===== config.mk =====
export PLATFORM = sky130hd
export DESIGN_NAME = voice_mixer
export DESIGN_NICKNAME = d
export VERILOG_FILES = /design/src/rtl/voice_mixer.sv
export SDC_FILE = /design/constraint.sdc
export NUM_CORES = 1
export LEC_CHECK = 0
export ABC_AREA = 1
export BUFFER_PORTS_ARGS = -buffer_cell sky130_fd_sc_hd__buf_2
export CAP_MARGIN = 40
export CORE_MARGIN = 3
export CORE_UTILIZATION = 25
export CTS_CLUSTER_SIZE = 20
export DETAILED_ROUTE_END_ITERATION = 10
export SLEW_MARGIN = 20
export SYNTH_ARGS = -nofsm -noshare
export SYNTH_HDL_FRONTEND = slang
export SYNTH_SLANG_ARGS = --single-unit
export TNS_END_PERCENT = 10

===== constraint.sdc =====
create_clock -name Clk -period 5.1 [get_ports Clk]
set_clock_uncertainty 0.1 [all_clocks]
set_input_delay 0.765 -clock Clk [delete_from_list [all_inputs] [get_ports Clk]]
set_output_delay 0.765 -clock Clk [all_outputs]
set_load 0.1 [all_outputs]

===== src/rtl/voice_mixer.sv =====
// Per-frame voice mixer: on each codec LR-clock rising edge it snapshots the voices, sums the
// active ones serially, applies volume and headroom, and saturates. Optional: VOICE_MIXER_CLIP_HOLD_EN.
module voice_mixer #(
    parameter int NUM_VOICES = 8,
    parameter int SAMPLE_W   = 16,
    parameter int GAIN_SHIFT = 3,
    parameter int CLIP_HOLD  = 4800
) (
    input  logic                           Clk,
    input  logic                           Reset,
    input  logic                           lrck,
    input  logic [NUM_VOICES*SAMPLE_W-1:0] voice_data,
    input  logic [NUM_VOICES-1:0]          voice_active,
    input  logic [7:0]                     volume,
    output logic [SAMPLE_W-1:0]            LDATA,
    output logic [SAMPLE_W-1:0]            RDATA,
    output logic                           sample_strobe,
    output logic                           busy,
    output logic [7:0]                     overrun_cnt,
    output logic                           clip
);

    localparam int IDX_W  = $clog2(NUM_VOICES);
    localparam int ACC_W  = SAMPLE_W + IDX_W;
    localparam int PROD_W = ACC_W + 9;
    localparam int SHIFT  = 7 + GAIN_SHIFT;

    localparam logic signed [PROD_W-1:0] SAT_MAX = {{(PROD_W-SAMPLE_W+1){1'b0}}, {(SAMPLE_W-1){1'b1}}};
    localparam logic signed [PROD_W-1:0] SAT_MIN = {{(PROD_W-SAMPLE_W+1){1'b1}}, {(SAMPLE_W-1){1'b0}}};

    typedef enum logic [1:0] {IDLE, ACCUM, SCALE, OUT} state_t;

    state_t                     state;
    logic                       sync1, sync2, sync3;
    logic                       frame_edge;
    logic [IDX_W-1:0]           idx;
    logic signed [ACC_W-1:0]    acc;
    logic [SAMPLE_W-1:0]        samples_s [NUM_VOICES];
    logic [NUM_VOICES-1:0]      active_s;
    logic [7:0]                 vol_s;
    logic signed [SAMPLE_W-1:0] cur_sample;
    logic signed [ACC_W-1:0]    addend;
    logic signed [PROD_W-1:0]   prod;
    logic signed [PROD_W-1:0]   shifted;
    logic                       over_hi, under_lo;
    logic [SAMPLE_W-1:0]        mixed;

    // lrck is asynchronous: two synchronizing flops plus a history flop for edge detection
    always_ff @(posedge Clk) begin
        if (Reset) begin
            sync1 <= 1'b0;
            sync2 <= 1'b0;
            sync3 <= 1'b0;
        end else begin
            sync1 <= lrck;
            sync2 <= sync1;
            sync3 <= sync2;
        end
    end

    assign frame_edge = sync2 & ~sync3;

    always_comb begin
        cur_sample = samples_s[idx];
        addend     = active_s[idx] ? {{IDX_W{cur_sample[SAMPLE_W-1]}}, cur_sample} : '0;
        prod       = $signed({{9{acc[ACC_W-1]}}, acc}) * $signed({{(PROD_W-8){1'b0}}, vol_s});
        // Arithmetic shift floors toward negative infinity; no rounding is applied
        shifted    = prod >>> SHIFT;
        over_hi    = shifted > SAT_MAX;
        under_lo   = shifted < SAT_MIN;
        mixed      = shifted[SAMPLE_W-1:0];
        if (over_hi) begin
            mixed = {1'b0, {(SAMPLE_W-1){1'b1}}};
        end else if (under_lo) begin
            mixed = {1'b1, {(SAMPLE_W-1){1'b0}}};
        end
    end

    // The sample is loaded as the FSM leaves SCALE so LDATA and the strobe are visible during OUT
    always_ff @(posedge Clk) begin
        if (Reset) begin
            state         <= IDLE;
            idx           <= '0;
            acc           <= '0;
            active_s      <= '0;
            vol_s         <= '0;
            LDATA         <= '0;
            sample_strobe <= 1'b0;
            busy          <= 1'b0;
            overrun_cnt   <= '0;
            for (int i = 0; i < NUM_VOICES; i++) begin
                samples_s[i] <= '0;
            end
        end else begin
            sample_strobe <= 1'b0;
            if (frame_edge && state != IDLE && overrun_cnt != 8'hFF) begin
                overrun_cnt <= overrun_cnt + 8'd1;
            end
            case (state)
                IDLE: begin
                    if (frame_edge) begin
                        for (int i = 0; i < NUM_VOICES; i++) begin
                            samples_s[i] <= voice_data[i*SAMPLE_W +: SAMPLE_W];
                        end
                        active_s <= voice_active;
                        vol_s    <= volume;
                        acc      <= '0;
                        idx      <= '0;
                        busy     <= 1'b1;
                        state    <= ACCUM;
                    end
                end
                ACCUM: begin
                    acc <= acc + addend;
                    idx <= idx + 1'b1;
                    if (idx == IDX_W'(NUM_VOICES - 1)) begin
                        state <= SCALE;
                    end
                end
                SCALE: begin
                    LDATA         <= mixed;
                    sample_strobe <= 1'b1;
                    state         <= OUT;
                end
                OUT: begin
                    busy  <= 1'b0;
                    state <= IDLE;
                end
                default: begin
                    busy  <= 1'b0;
                    state <= IDLE;
                end
            endcase
        end
    end

    assign RDATA = LDATA;

`ifdef VOICE_MIXER_CLIP_HOLD_EN
    localparam int HOLD_W = $clog2(CLIP_HOLD + 1);

    logic              sat_hit;
    logic              sat_seen;
    logic [HOLD_W-1:0] hold_cnt;

    assign sat_hit = over_hi | under_lo;

    // Clip stays up for CLIP_HOLD clean frames after the most recent saturation
    always_ff @(posedge Clk) begin
        if (Reset) begin
            sat_seen <= 1'b0;
            hold_cnt <= '0;
            clip     <= 1'b0;
        end else begin
            if (state == SCALE) begin
                sat_seen <= sat_hit;
            end
            if (state == OUT) begin
                if (sat_seen) begin
                    hold_cnt <= HOLD_W'(CLIP_HOLD);
                    clip     <= 1'b1;
                end else if (hold_cnt != '0) begin
                    hold_cnt <= hold_cnt - 1'b1;
                    clip     <= (hold_cnt != HOLD_W'(1));
                end
            end
        end
    end
`else
    // Hold time is irrelevant without the clip feature; the compare is constant false
    assign clip = (CLIP_HOLD < 0);
`endif

endmodule


==> results of run 1 <==
[flip-flops by register name, summed over array words and instances (netlist names), named ones only]
name,count
acc,19
active_s,8
sync3,1
sync1,1
idx,3
overrun_cnt,8
sync2,1
state,2
busy,1
sample_strobe,1
samples_s,128
LDATA,16
vol_s,8
[where the power goes]
part | total, mW | switching [mW] | leakage, nW | internal (mW)
clock | 1.38 | 0.719 | 0.281 | 0.662
combinational | 1.62 | 1.25 | 7.79 | 0.366
sequential | 1.99 | 0.105 | 1.92 | 1.89
total | 4.99 | 2.07 | 10.0 | 2.92
[final cells by class]
class,count,share of cell area [%]
clock buffer,17,2.291
clock inverter,15,0.8962
inverter,486,9.824
multi-input combinational,1278,44.82
sequential,200,28.54
tap,837,5.640
timing repair buffer,244,7.985
[worst max-delay path: cells and delay by family (launching register included)]
| kind | cells | cell delay, ns |
|---|---|---|
| flip-flops | 1 | 0.34 |
| adder cells (fa/ha/maj) | 5 | 2.39 |
| AO/OA/AOI/OAI | 4 | 0.61 |
| buffers and inverters | 5 | 0.57 |
| AND/OR/NAND/NOR | 7 | 0.67 |
[kinds of logic after synthesis]
family | Yosys count | share of synthesized area (%)
adders and majority gates | 198 | 21.26
AOI/OAI and AO/OA | 263 | 9.724
buffers and inverters | 592 | 14.59
xor gates and xnor gates | 17 | 0.9370
and+or+nand+nor | 799 | 20.20
DFF | 200 | 33.26
other | 1 | 0.02360
[metrics by stage]
step                setup slack, ns  util [%]  hold WS (ns)
detailed placement           0.1481     28.70        0.2932
global route               0.006643     29.82        0.3259
finish                       0.2917     29.82        0.3037
floorplan                    0.1970         -        0.2883
global placement             0.1519     28.65        0.2922
CTS                          0.1434     29.65        0.3037
[how the worst min path moves through the flow]
stage / endpoint / cells past startpoint / slack [ns] / start
floorplan: sync2 / 2 / 0.29 / sync1
global placement: sync2 / 2 / 0.29 / sync1
detailed placement: sync2 / 2 / 0.29 / sync1
CTS: sync2 / 2 / 0.30 / sync1
global route: sync2 / 2 / 0.33 / sync1
finish: sync2 / 2 / 0.30 / sync1
[placed cells by master, fill, tap and decap left out, types with 4 or more instances in the layout]
cell type	count
sky130_fd_sc_hd__clkbuf_16	17
sky130_fd_sc_hd__a21o_1	4
sky130_fd_sc_hd__buf_6	5
sky130_fd_sc_hd__nor2_2	6
sky130_fd_sc_hd__nor3_1	8
sky130_fd_sc_hd__nand2_4	5
sky130_fd_sc_hd__xnor2_1	7
sky130_fd_sc_hd__dfxtp_2	12
sky130_fd_sc_hd__nor2_1	275
sky130_fd_sc_hd__nand2_1	430
sky130_fd_sc_hd__a21oi_2	13
sky130_fd_sc_hd__nand3_1	34
sky130_fd_sc_hd__nand4_1	5
sky130_fd_sc_hd__buf_4	44
sky130_fd_sc_hd__inv_6	4
sky130_fd_sc_hd__edfxtp_1	128
sky130_fd_sc_hd__nor4_1	5
sky130_fd_sc_hd__xor2_1	10
sky130_fd_sc_hd__inv_1	483
sky130_fd_sc_hd__buf_2	188
sky130_fd_sc_hd__o21bai_1	5
sky130_fd_sc_hd__ha_1	76
sky130_fd_sc_hd__nand2_2	25
sky130_fd_sc_hd__o21ai_0	98
sky130_fd_sc_hd__dfxtp_1	60
sky130_fd_sc_hd__buf_12	5
sky130_fd_sc_hd__o32ai_1	30
sky130_fd_sc_hd__fa_1	118
sky130_fd_sc_hd__a21oi_1	100
[per-layer routing]
layer	vias up	global-route usage (%)
li1	6583	-
met1	6189	15.93
met2	252	21.49
met3	46	1.294
met4	0	3.649
met5	-	0
[what timing repair did]
action,4_1_cts,5_1_grt
endpoints found under the setup margin,0,15
resized for setup,0,22
hold buffers,0,0
==> results_tabular.tex, run 1 <==
\begin{tabular}{lr}
\hline
Metric & Value \\
\hline
\multicolumn{2}{l}{\textbf{Outcome}} \\
Result of the run & finished clean \\
\multicolumn{2}{l}{\textbf{Drt}} \\
Total routed wire length on the met1 layer & 18290 um \\
Post-DRT Antenna Nets & 0 \\
Avg Vias per Cell & 4.248 \\
Wire length on met3 & 1226 um \\
Drt first pass iters & 6 \\
Total wire length after detailed routing & 40180 um \\
DR vias & 13070 \\
Highest metal layer with signal wires & met4 \\
Number of DRC markers after the initial detailed-route iteration & 843 \\
Met2 wire length & 19790 um \\
Remaining routing DRC violations & 0 \\
Routed length per instance & 13.06 um \\
\multicolumn{2}{l}{\textbf{Floorplanning}} \\
\# rows & 91 \\
Starting utilization of the core area & 25.51\% \\
Die width & 258.1 um \\
Area of the placeable core & 62280 um2 \\
IO Pins & 190 \\
Die footprint & 66620 um2 \\
Height of the chip & 258.1 um \\
\multicolumn{2}{l}{\textbf{Synth}} \\
Most area-hungry cell type in the Yosys netlist & sky130\_fd\_sc\_hd\_\_edfxtp\_1 \\
Main area contributors after synthesis & sky130\_fd\_sc\_hd\_\_edfxtp\_1, sky130\_fd\_sc\_hd\_\_fa\_1, sky130\_fd\_sc\_hd\_\_inv\_1 \\
Commonest cells post-synth & sky130\_fd\_sc\_hd\_\_inv\_1, sky130\_fd\_sc\_hd\_\_nand2\_1, sky130\_fd\_sc\_hd\_\_nor2\_1 \\
Asr flop ratio synth & 0\% \\
Gate Count Post-Synth & 2070 \\
Post-synth top flop & sky130\_fd\_sc\_hd\_\_edfxtp\_1 \\
Syn avg cell area & 7.676 um2 \\
Post-synth EDFFs & 128 \\
\#FFs+latches synth & 200 \\
Distinct cell type count after synthesis & 43 \\
Cell area after synthesis & 15890 um2 \\
Yosys warns & 0 \\
Most instantiated library cell after synthesis & sky130\_fd\_sc\_hd\_\_inv\_1 \\
Sequential-to-total area share from yosys stat & 33.26\% \\
Net count after synthesis & 2415 \\
Fraction of post-synthesis cell area in the top cell type by area & 24.19\% \\
\multicolumn{2}{l}{\textbf{Clock network}} \\
Clock input transition at the sequential cells of the worst setup and hold paths & 0.08 ns \\
Number of CTS-inserted buffers & 17 \\
CTS H-Tree Depth & 4 \\
Clock tree from TritonCTS & done \\
Clock network latency to the later pin of the worst-skew pair & 0.46 ns \\
Number of setup buffers added after CTS & 0 \\
Clock root cell & sky130\_fd\_sc\_hd\_\_clkbuf\_16 \\
Maximum number of buffers from clock root to sink & 2 \\
CTS sink count & 200 \\
\multicolumn{2}{l}{\textbf{Timing}} \\
Worst slew margin & 47.26\% \\
Final worst path period share & 94.28\% \\
Unrepaired setup endpoints after global routing & no \\
Slew at the pin with the worst max-slew slack & 0.7910 ns \\
Shortest period the worst path allows & 4.808 ns \\
Final hold viol count & 0 \\
Total of endpoints with negative setup slack in the final report & 0 \\
Timing-limited maximum frequency & 208.0 MHz \\
Number of slew-limit violations in the final report & 0 \\
Post-route setup TNS & 0 ns \\
\multicolumn{2}{l}{\textbf{Final layout}} \\
Register cell area after layout & 5300 um2 \\
Finished layout cell area & 18570 um2 \\
Multi-input gate area in the final layout & 8323 um2 \\
Layout filler cell count & 6762 \\
Layout net count & 2572 \\
Antenna Cells & 0 \\
Area overhead of the layout relative to synthesis & 16.86\% \\
Non-filler instance count after layout & 3077 \\
Fraction of layout instances using a drive strength above 1 & 15.49\% \\
\multicolumn{2}{l}{\textbf{Setup path}} \\
Most Frequent Cell on Critical Path & sky130\_fd\_sc\_hd\_\_nand2\_1 \\
FF-to-FF Start & vol\_s[0] \\
Setup slack, reg-to-reg & 0.29 ns \\
End of the worst register-to-register path & LDATA[0] \\
Worst setup EP type & flip-flop \\
Crit path launch & vol\_s[0] \\
Endpoint of the most critical setup path & LDATA[0] \\
Cell Chain, Critical Path & buf\_4, nand2\_1, fa\_1, inv\_1, fa\_1, fa\_1, inv\_1, fa\_1, inv\_1, ha\_1, a21oi\_1, nand2\_1, nand2\_1, nand2\_1, a21oi\_2, nand2\_1, nand2\_1, nand3\_2, a21oi\_4, buf\_12, a21oi\_2 \\
Crit path required time & 5.35 ns \\
Startpoint Class & flip-flop \\
Delay contributed by the slowest stage of the critical path & 0.52 ns \\
Type of the worst setup path & reg2reg \\
Number of cells on the worst reg-to-reg path & 21 \\
Arrival time at the worst endpoint & 5.06 ns \\
Critical path fanouts, max & 18 \\
Slowest library cell on the worst path & sky130\_fd\_sc\_hd\_\_fa\_1 \\
\multicolumn{2}{l}{\textbf{Pwr}} \\
Max VDD drop & 0.2172 mV \\
Pwr dens & 268.8 nW/um2 \\
Power Total & 4.991 mW \\
Leakage & 9.995 nW \\
\multicolumn{2}{l}{\textbf{Global route}} \\
Via count of the first global-routing pass & 13114 \\
Pin count of the biggest net entering global routing & 76 \\
First-pass GRT wire length & 66360 um \\
Total global-route track usage & 12.27\% \\
Total overflow reported by the global router & 0 \\
Antenna violations before repair & 0 \\
\multicolumn{2}{l}{\textbf{Placed design}} \\
Weighted congestion reported at the end of routability-driven placement & 0.8936 \\
Cell total after placement & 3043 \\
Post-DP HPWL & 31280 um \\
Dpl cell area & 17870 um2 \\
Count of buffers inserted at the top-level ports & 188 \\
\multicolumn{2}{l}{\textbf{Flow run}} \\
Count of maximum capacitance violations & 0 \\
\multicolumn{2}{l}{\textbf{Hold path}} \\
Hold WC Path Type & reg2reg \\
\hline
\end{tabular}
No activity file was read; power rests on OpenSTA's default activity.
==> run 2, diff against run 1 <==
--- a/config.mk
+++ b/config.mk
@@ -9,7 +9,7 @@
 export BUFFER_PORTS_ARGS = -buffer_cell sky130_fd_sc_hd__buf_2
 export CAP_MARGIN = 40
 export CORE_MARGIN = 3
-export CORE_UTILIZATION = 25
+export CORE_UTILIZATION = 29
 export CTS_CLUSTER_SIZE = 20
 export DETAILED_ROUTE_END_ITERATION = 10
 export SLEW_MARGIN = 20
==> run 2 against run 1 <==
Fmax increased by 0.50%; final cell count decreased by 4.8%; setup slack improved by 0.024 ns; sequential power about the same; register-to-register slack improved by 0.02 ns; wire length increased by 0.28%; clock power decreased by 3%; total power decreased by 0.85%; sequential share of layout area increased by 0.41 points; worst hold slack about the same; critical endpoint is now LDATA[12].
==> results_tabular.tex, run 2 (synthesis results as in run 1) <==
\begin{tabular}{lr}
\hline
Metric & Value \\
\hline
\multicolumn{2}{l}{\textbf{Drt}} \\
Post-DRT Antenna Nets & 0 (unchanged) \\
DR vias & 12945 (-0.96\%) \\
Remaining routing DRC violations & 0 (unchanged) \\
Total wire length after detailed routing & 40290 um (+0.28\%) \\
Number of DRC markers after the initial detailed-route iteration & 830 (-1.5\%) \\
Routed length per instance & 13.75 um (+5.3\%) \\
Drt first pass iters & 5 (-1) \\
Avg Vias per Cell & 4.418 (+4.0\%) \\
\multicolumn{2}{l}{\textbf{Setup path}} \\
Critical path fanouts, max & 8 (-10) \\
End of the worst register-to-register path & LDATA[12] \\
Delay contributed by the slowest stage of the critical path & 0.53 ns (about the same) \\
Worst setup EP type & flip-flop \\
Crit path required time & 5.38 ns (+0.03 ns) \\
Number of cells on the worst reg-to-reg path & 20 (-4.8\%) \\
Arrival time at the worst endpoint & 5.07 ns (about the same) \\
Setup slack, reg-to-reg & 0.32 ns (+0.02 ns) \\
Cell Chain, Critical Path & buf\_4, nand2\_1, fa\_2, buf\_4, fa\_1, inv\_1, fa\_1, inv\_1, fa\_1, inv\_1, ha\_1, a21oi\_1, nand2\_1, a21oi\_1, nand4\_1, nand2\_1, nand3\_2, a21oi\_4, buf\_4, a21oi\_1 \\
Slowest library cell on the worst path & sky130\_fd\_sc\_hd\_\_fa\_1 \\
Type of the worst setup path & reg2reg \\
Startpoint Class & flip-flop \\
FF-to-FF Start & acc[18] \\
\multicolumn{2}{l}{\textbf{Placed design}} \\
Post-Place Setup Slack & -0.1709 ns (-0.3190 ns) \\
Post-DP HPWL & 31640 um (+1.1\%) \\
Count of buffers inserted at the top-level ports & 188 (unchanged) \\
Weighted congestion reported at the end of routability-driven placement & 0.8754 (-2.0\%) \\
Cell total after placement & 2894 (-4.9\%) \\
\multicolumn{2}{l}{\textbf{Global route}} \\
Total global-route track usage & 14.42\% (+2.2 points) \\
Via count of the first global-routing pass & 13385 (+2.1\%) \\
Antenna violations before repair & 0 (unchanged) \\
Pin count of the biggest net entering global routing & 72 (-5.3\%) \\
Total overflow reported by the global router & 0 (unchanged) \\
First-pass GRT wire length & 66860 um (+0.76\%) \\
\multicolumn{2}{l}{\textbf{Clock network}} \\
Clock input transition at the sequential cells of the worst setup and hold paths & 0.08 ns (about the same) \\
Number of CTS-inserted buffers & 17 (unchanged) \\
Clock tree from TritonCTS & done \\
Clock root cell & sky130\_fd\_sc\_hd\_\_clkbuf\_16 \\
Maximum number of buffers from clock root to sink & 2 (unchanged) \\
CTS sink count & 200 (unchanged) \\
Clock network latency to the later pin of the worst-skew pair & 0.49 ns (+0.03 ns) \\
CTS H-Tree Depth & 4 (unchanged) \\
Number of buffers inserted by hold repair at cts & 0 (unchanged) \\
\multicolumn{2}{l}{\textbf{Final layout}} \\
Layout net count & 2566 (-0.23\%) \\
Area overhead of the layout relative to synthesis & 15.39\% \\
Top register by number of flip-flops & samples\_s \\
Finished Core Util & 33.94\% (+4.1 points) \\
Antenna Cells & 0 (unchanged) \\
Largest register FFs & 128 (unchanged) \\
Most frequent standard cell in the layout excluding fill and tap cells & sky130\_fd\_sc\_hd\_\_inv\_1 \\
Leading cell types in the layout, fill and taps excluded & sky130\_fd\_sc\_hd\_\_inv\_1, sky130\_fd\_sc\_hd\_\_nand2\_1, sky130\_fd\_sc\_hd\_\_nor2\_1 \\
Fraction of layout instances using a drive strength above 1 & 15.53\% (+0.042 points) \\
Non-filler instance count after layout & 2930 (-4.8\%) \\
Largest registers & samples\_s: 128 flops, acc: 19 flops, LDATA: 16 flops \\
\multicolumn{2}{l}{\textbf{Timing}} \\
Post-route worst setup slack & 0.3157 ns (+0.02394 ns) \\
Total of endpoints with negative setup slack in the final report & 0 (unchanged) \\
Tightest hold margin & 0.3042 ns (+0.0004620 ns) \\
Worst slew margin & 50.47\% (+3.2 points) \\
Timing-limited maximum frequency & 209.0 MHz (+0.50\%) \\
Final worst path period share & 93.81\% (-0.47 points) \\
Slew at the pin with the worst max-slew slack & 0.7429 ns (-0.04811 ns) \\
Number of slew-limit violations in the final report & 0 (unchanged) \\
Final hold viol count & 0 (unchanged) \\
Shortest period the worst path allows & 4.784 ns (-0.02394 ns) \\
\multicolumn{2}{l}{\textbf{Pwr}} \\
Leakage & 9.934 nW (-0.61\%) \\
Max VDD drop & 0.3378 mV (+56\%) \\
Internal power & 2.897 mW (-0.70\%) \\
Switching power total & 2.052 mW (-1.1\%) \\
Flop pwr share & 39.9\% (about the same) \\
Part of the total power dissipated in the clock network & 27.1\% (-0.6 points) \\
Switching Share & 41.47\% (-0.089 points) \\
Pwr dens & 269.9 nW/um2 (+0.41\%) \\
Combinational power share & 33.0\% (+0.6 points) \\
\multicolumn{2}{l}{\textbf{Hold path}} \\
Min-Delay Endpoint & sync2 \\
Start point of the worst hold path & sync1 \\
Hold WC Path Type & reg2reg \\
Count of cells along the worst hold path & 2 (unchanged) \\
\multicolumn{2}{l}{\textbf{Floorplanning}} \\
\# rows & 85 (-6.6\%) \\
Die footprint & 57640 um2 (-13\%) \\
Area of the placeable core & 54030 um2 (-13\%) \\
IO Pins & 190 (unchanged) \\
Starting utilization of the core area & 29.41\% (+3.9 points) \\
Height of the chip & 240.1 um (-7.0\%) \\
Die width & 240.1 um (-7.0\%) \\
\multicolumn{2}{l}{\textbf{Outcome}} \\
Result of the run & finished clean \\
\multicolumn{2}{l}{\textbf{Flow run}} \\
Count of maximum capacitance violations & 0 (unchanged) \\
\hline
\end{tabular}
==> run 2: changes by cell type in the layout (fill, tap and decap cells not counted), sizes merged <==
cell,previous run,this run
buf,244,237
clkinv,6,4
clkinvlp,2,7
inv,493,490
nand2,460,461
==> run 2: what timing repair did <==
action | CTS | global route
pin swaps | 0 | 3
buffers inserted | 0 | 2
gates resized for setup | 2 | 24
cloned | 0 | 1
endpoints found under the setup margin | 15 | 15
==> run 2: routing by layer <==
layer	up-vias	global-route usage (%)	share of wire, %
met4	0	4.117	1.7
met1	6071	18.98	47
met2	274	24.36	47
met3	41	2.535	4.2
li1	6559	-	-
met5	-	0	0
==> run 2: how the worst max path moves through the flow <==
| stage | start | end | slack [ns] | cells past startpoint |
|---|---|---|---|---|
| 6_report | acc[18] | LDATA[12] | 0.32 | 20 |
| 5_1_grt | vol_s[1] | LDATA[11] | -0.004 | 22 |
| 4_1_cts | acc[18] | LDATA[5] | 0.08 | 22 |
| 3_5_place_dp | vol_s[5] | LDATA[5] | -0.17 | 20 |
| 3_3_place_gp | vol_s[5] | LDATA[5] | -0.04 | 21 |
| 2_1_floorplan | acc[18] | LDATA[0] | 0.20 | 22 |
==> run 2: power groups by stage <==
stage               Clock, mW  Combinational [mW]  Sequential [mW]
finish                   1.34                1.63             1.97
global route             1.45                1.77             2.00
CTS                      1.39                1.65             1.98
detailed placement          0                1.64             2.01
global placement            0                1.62             2.01
floorplan                   0               0.985             2.30
==> run 2: cell type report <==
| class | instances | area (um2) |
|---|---|---|
| fillers | 5746 | 35690 |
| multi-input cells | 1279 | 8341 |
| flip-flops and latches | 200 | 5309 |
| inverters | 486 | 1824 |
| repair buffers | 237 | 1426 |
| well taps | 696 | 870.8 |
| clock buffers | 17 | 425.4 |
| clock inverters | 15 | 138.9 |
==> run 2: worst max-delay path: cells and delay by family, from the launching register on <==
family	cells	cell delay (ns)
adder cells (fa/ha/maj)	5	2.35
AND/OR/NAND/NOR	5	0.50
flip-flops	1	0.37
buffers and inverters	6	0.68
AO/OA/AOI/OAI	4	0.67
==> run 2: stage by stage <==
step                      cell area (um2)  setup TNS [ns]  power [mW]
after floorplan                     15890               0       3.280
after global placement              17590         -0.2695       3.626
after detailed placement            17660          -2.032       3.656
after CTS                           18230               0       5.016
after global routing                18340       -0.007529       5.209
final                               18340               0       4.949
==> run 3, diff against run 2 <==
--- a/config.mk
+++ b/config.mk
@@ -8,10 +8,13 @@
 export ABC_AREA = 1
 export BUFFER_PORTS_ARGS = -buffer_cell sky130_fd_sc_hd__buf_2
 export CAP_MARGIN = 40
+export CELL_PAD_IN_SITES_DETAIL_PLACEMENT = 0
+export CELL_PAD_IN_SITES_GLOBAL_PLACEMENT = 2
 export CORE_MARGIN = 3
 export CORE_UTILIZATION = 29
 export CTS_CLUSTER_SIZE = 20
 export DETAILED_ROUTE_END_ITERATION = 10
+export PLACE_DENSITY_LB_ADDON = 0.1
 export SLEW_MARGIN = 20
 export SYNTH_ARGS = -nofsm -noshare
 export SYNTH_HDL_FRONTEND = slang
==> constraint.sdc (replaced) <==
create_clock -name Clk -period 5.4 [get_ports Clk]
set_clock_uncertainty 0.1 [all_clocks]
set_input_delay 0.81 -clock Clk [delete_from_list [all_inputs] [get_ports Clk]]
set_output_delay 0.81 -clock Clk [all_outputs]
set_load 0.1 [all_outputs]
==> run 3 against run 2 <==
Final cell count rose by 0.17%; critical path depth is the same; sequential cell count unchanged; setup slack improved by 0.096 ns; count of clock-buffer cells in the layout increased by 2; global-route usage is 2.6 points higher; clock power barely moved; die area unchanged; critical endpoint is now LDATA[9]; highest routed layer is now met5.
==> results_tabular.tex, run 3 (synthesis results as in run 1) <==
\begin{tabular}{lr}
\hline
Metric & Value \\
\hline
\multicolumn{2}{l}{\textbf{Pwr}} \\
Leakage & 9.977 nW (+0.43\%) \\
Max VDD drop & 0.2609 mV (-23\%) \\
Switching power total & 2.000 mW (-2.5\%) \\
Part of the total power dissipated in the clock network & 27.8\% (+0.7 points) \\
Internal power & 2.749 mW (-5.1\%) \\
Combinational power share & 32.8\% (-0.2 points) \\
Pwr dens & 259.5 nW/um2 (-3.9\%) \\
Switching Share & 42.12\% (+0.65 points) \\
Flop pwr share & 39.4\% (-0.5 points) \\
\multicolumn{2}{l}{\textbf{Final layout}} \\
Fraction of layout instances using a drive strength above 1 & 14.83\% (-0.70 points) \\
Leading cell types in the layout, fill and taps excluded & sky130\_fd\_sc\_hd\_\_inv\_1, sky130\_fd\_sc\_hd\_\_nand2\_1, sky130\_fd\_sc\_hd\_\_nor2\_1 \\
Top register by number of flip-flops & samples\_s \\
Largest register FFs & 128 (unchanged) \\
Finished layout cell area & 18300 um2 (-0.18\%) \\
Layout net count & 2570 (+0.16\%) \\
Largest registers & samples\_s: 128 flops, acc: 19 flops, LDATA: 16 flops \\
Finished Core Util & 33.88\% (-0.060 points) \\
Most frequent standard cell in the layout excluding fill and tap cells & sky130\_fd\_sc\_hd\_\_inv\_1 \\
Layout filler cell count & 5966 (+3.8\%) \\
Area overhead of the layout relative to synthesis & 15.18\% \\
\multicolumn{2}{l}{\textbf{Global route}} \\
First-pass GRT wire length & 74920 um (+12\%) \\
Via count of the first global-routing pass & 13507 (+0.91\%) \\
Antenna violations before repair & 5 (+5) \\
Total global-route track usage & 17.02\% (+2.6 points) \\
Pin count of the biggest net entering global routing & 65 (-9.7\%) \\
Total overflow reported by the global router & 0 (unchanged) \\
\multicolumn{2}{l}{\textbf{Clock network}} \\
Clock input transition at the sequential cells of the worst setup and hold paths & 0.09 ns (about the same) \\
CTS sink count & 200 (unchanged) \\
Clock root cell & sky130\_fd\_sc\_hd\_\_clkbuf\_16 \\
Clock tree from TritonCTS & done \\
CTS H-Tree Depth & 4 (unchanged) \\
Clock network latency to the later pin of the worst-skew pair & 0.49 ns (about the same) \\
Number of CTS-inserted buffers & 17 (unchanged) \\
Maximum number of buffers from clock root to sink & 2 (unchanged) \\
\multicolumn{2}{l}{\textbf{Placed design}} \\
Count of buffers inserted at the top-level ports & 188 (unchanged) \\
Weighted congestion reported at the end of routability-driven placement & 0.8200 (-6.3\%) \\
Dpl cell area & 17710 um2 (+0.33\%) \\
Post-Place Setup Slack & 0.2276 ns (+0.3985 ns) \\
Post-DP HPWL & 37740 um (+19\%) \\
\multicolumn{2}{l}{\textbf{Hold path}} \\
Hold WC Path Type & reg2reg \\
\multicolumn{2}{l}{\textbf{Drt}} \\
DR vias & 12772 (-1.3\%) \\
Number of DRC markers after the initial detailed-route iteration & 538 (-35\%) \\
Post-DRT Antenna Nets & 0 (unchanged) \\
Avg Vias per Cell & 4.352 (-1.5\%) \\
Remaining routing DRC violations & 0 (unchanged) \\
Total wire length after detailed routing & 47160 um (+17\%) \\
Drt first pass iters & 4 (-1) \\
Routed length per instance & 16.07 um (+17\%) \\
\multicolumn{2}{l}{\textbf{Setup path}} \\
Critical path fanouts, max & 15 (+7) \\
Crit path required time & 5.67 ns (+0.29 ns) \\
Arrival time at the worst endpoint & 5.26 ns (+0.19 ns) \\
Worst setup EP type & flip-flop \\
Type of the worst setup path & reg2reg \\
Startpoint Class & flip-flop \\
\multicolumn{2}{l}{\textbf{Timing}} \\
Number of slew-limit violations in the final report & 0 (unchanged) \\
Shortest period the worst path allows & 4.988 ns (+0.2038 ns) \\
Post-route worst setup slack & 0.4119 ns (+0.09619 ns) \\
Worst slew margin & 44.07\% (-6.4 points) \\
Total of endpoints with negative setup slack in the final report & 0 (unchanged) \\
Tightest hold margin & 0.3123 ns (+0.008118 ns) \\
Final hold viol count & 0 (unchanged) \\
Final worst path period share & 92.37\% (-1.4 points) \\
Timing-limited maximum frequency & 200.5 MHz (-4.1\%) \\
Post-route setup TNS & 0 ns (unchanged) \\
Slew at the pin with the worst max-slew slack & 0.8364 ns (+0.09344 ns) \\
Unrepaired setup endpoints after global routing & no \\
\multicolumn{2}{l}{\textbf{Floorplanning}} \\
IO Pins & 190 (unchanged) \\
Area of the placeable core & 54030 um2 (unchanged) \\
\# rows & 85 (unchanged) \\
Die width & 240.1 um (unchanged) \\
Starting utilization of the core area & 29.41\% (unchanged) \\
Height of the chip & 240.1 um (unchanged) \\
Die footprint & 57640 um2 (unchanged) \\
\multicolumn{2}{l}{\textbf{Flow run}} \\
Count of maximum capacitance violations & 0 (unchanged) \\
\multicolumn{2}{l}{\textbf{Outcome}} \\
Result of the run & finished clean \\
\hline
\end{tabular}
[run 3: cell types whose count changed in the layout (fill, tap and decap cells not counted), sizes merged]
cell      previous run  this run
diode                0         1
nand2              461       460
buf                237       242
inv                490       494
clkinvlp             7         1
clkbuf              17        19
[run 3: worst paths after layout]
| kind | from | to | slack [ns] | depth (start not counted) |
|---|---|---|---|---|
| worst max-delay path | acc[5] | LDATA[9] | 0.41 | 20 |
| worst min register to register | sync1 | sync2 | 0.31 | 2 |
| worst max register to register | acc[5] | LDATA[9] | 0.41 | 20 |
| worst min-delay path | sync1 | sync2 | 0.31 | 2 |
[run 3: what timing repair did]
action,CTS,global route
hold endpoints to repair,0,0
buffers inserted,0,0
resized for setup,0,4
hold buffers,0,0
endpoints found under the setup margin,0,15
[run 3: cell type report]
cell class	count	area (um2)	area share, %
tap	696	870.8	4.758
multi-input combinational	1278	8304	45.37
inverter	486	1824	9.967
timing repair buffer	242	1429	7.807
clock inverter	13	147.6	0.8067
sequential	200	5291	28.91
clock buffer	19	432.9	2.365
antenna	1	2.502	0.01367
[run 3: power by group through the flow]
stage               registers, mW  clock network (mW)  logic (mW)
floorplan                    2.17                   0       0.930
global placement             1.91                   0        1.58
detailed placement           1.91                   0        1.59
CTS                          1.87                1.37        1.59
global route                 1.89                1.42        1.71
finish                       1.87                1.32        1.56
[run 3: layer usage]
metal	part of all wire [%]	wire length (um)	global-route usage, %	vias up
met5	0.15	71	0	-
met4	1.6	734	4.372	8
met3	3.7	1745	3.200	38
met2	49	23190	29.68	196
met1	45	21420	21.71	5957
li1	-	-	-	6573
[run 3: worst max-delay path, stage by stage (launching register included)]
cell	delay, ns
sky130_fd_sc_hd__dfxtp_1	0.69
sky130_fd_sc_hd__nand2_1	0.16
sky130_fd_sc_hd__fa_1	0.57
sky130_fd_sc_hd__inv_1	0.06
sky130_fd_sc_hd__fa_1	0.50
sky130_fd_sc_hd__inv_1	0.05
sky130_fd_sc_hd__fa_1	0.47
sky130_fd_sc_hd__inv_1	0.05
sky130_fd_sc_hd__fa_1	0.48
sky130_fd_sc_hd__ha_1	0.35
sky130_fd_sc_hd__nand2_1	0.16
sky130_fd_sc_hd__inv_1	0.05
sky130_fd_sc_hd__a21oi_1	0.20
sky130_fd_sc_hd__nand2_1	0.13
sky130_fd_sc_hd__nand2_1	0.12
sky130_fd_sc_hd__nand4_1	0.11
sky130_fd_sc_hd__nand2_1	0.11
sky130_fd_sc_hd__nand3_2	0.09
sky130_fd_sc_hd__a21oi_4	0.15
sky130_fd_sc_hd__buf_12	0.17
sky130_fd_sc_hd__a21oi_1	0.07
[run 3: through the flow]
stage | power (mW) | instances
floorplan | 3.098 | 2070
global placement | 3.488 | 2899
detailed placement | 3.494 | 2902
CTS | 4.830 | 2934
global route | 5.022 | 2934
finish | 4.749 | 2935
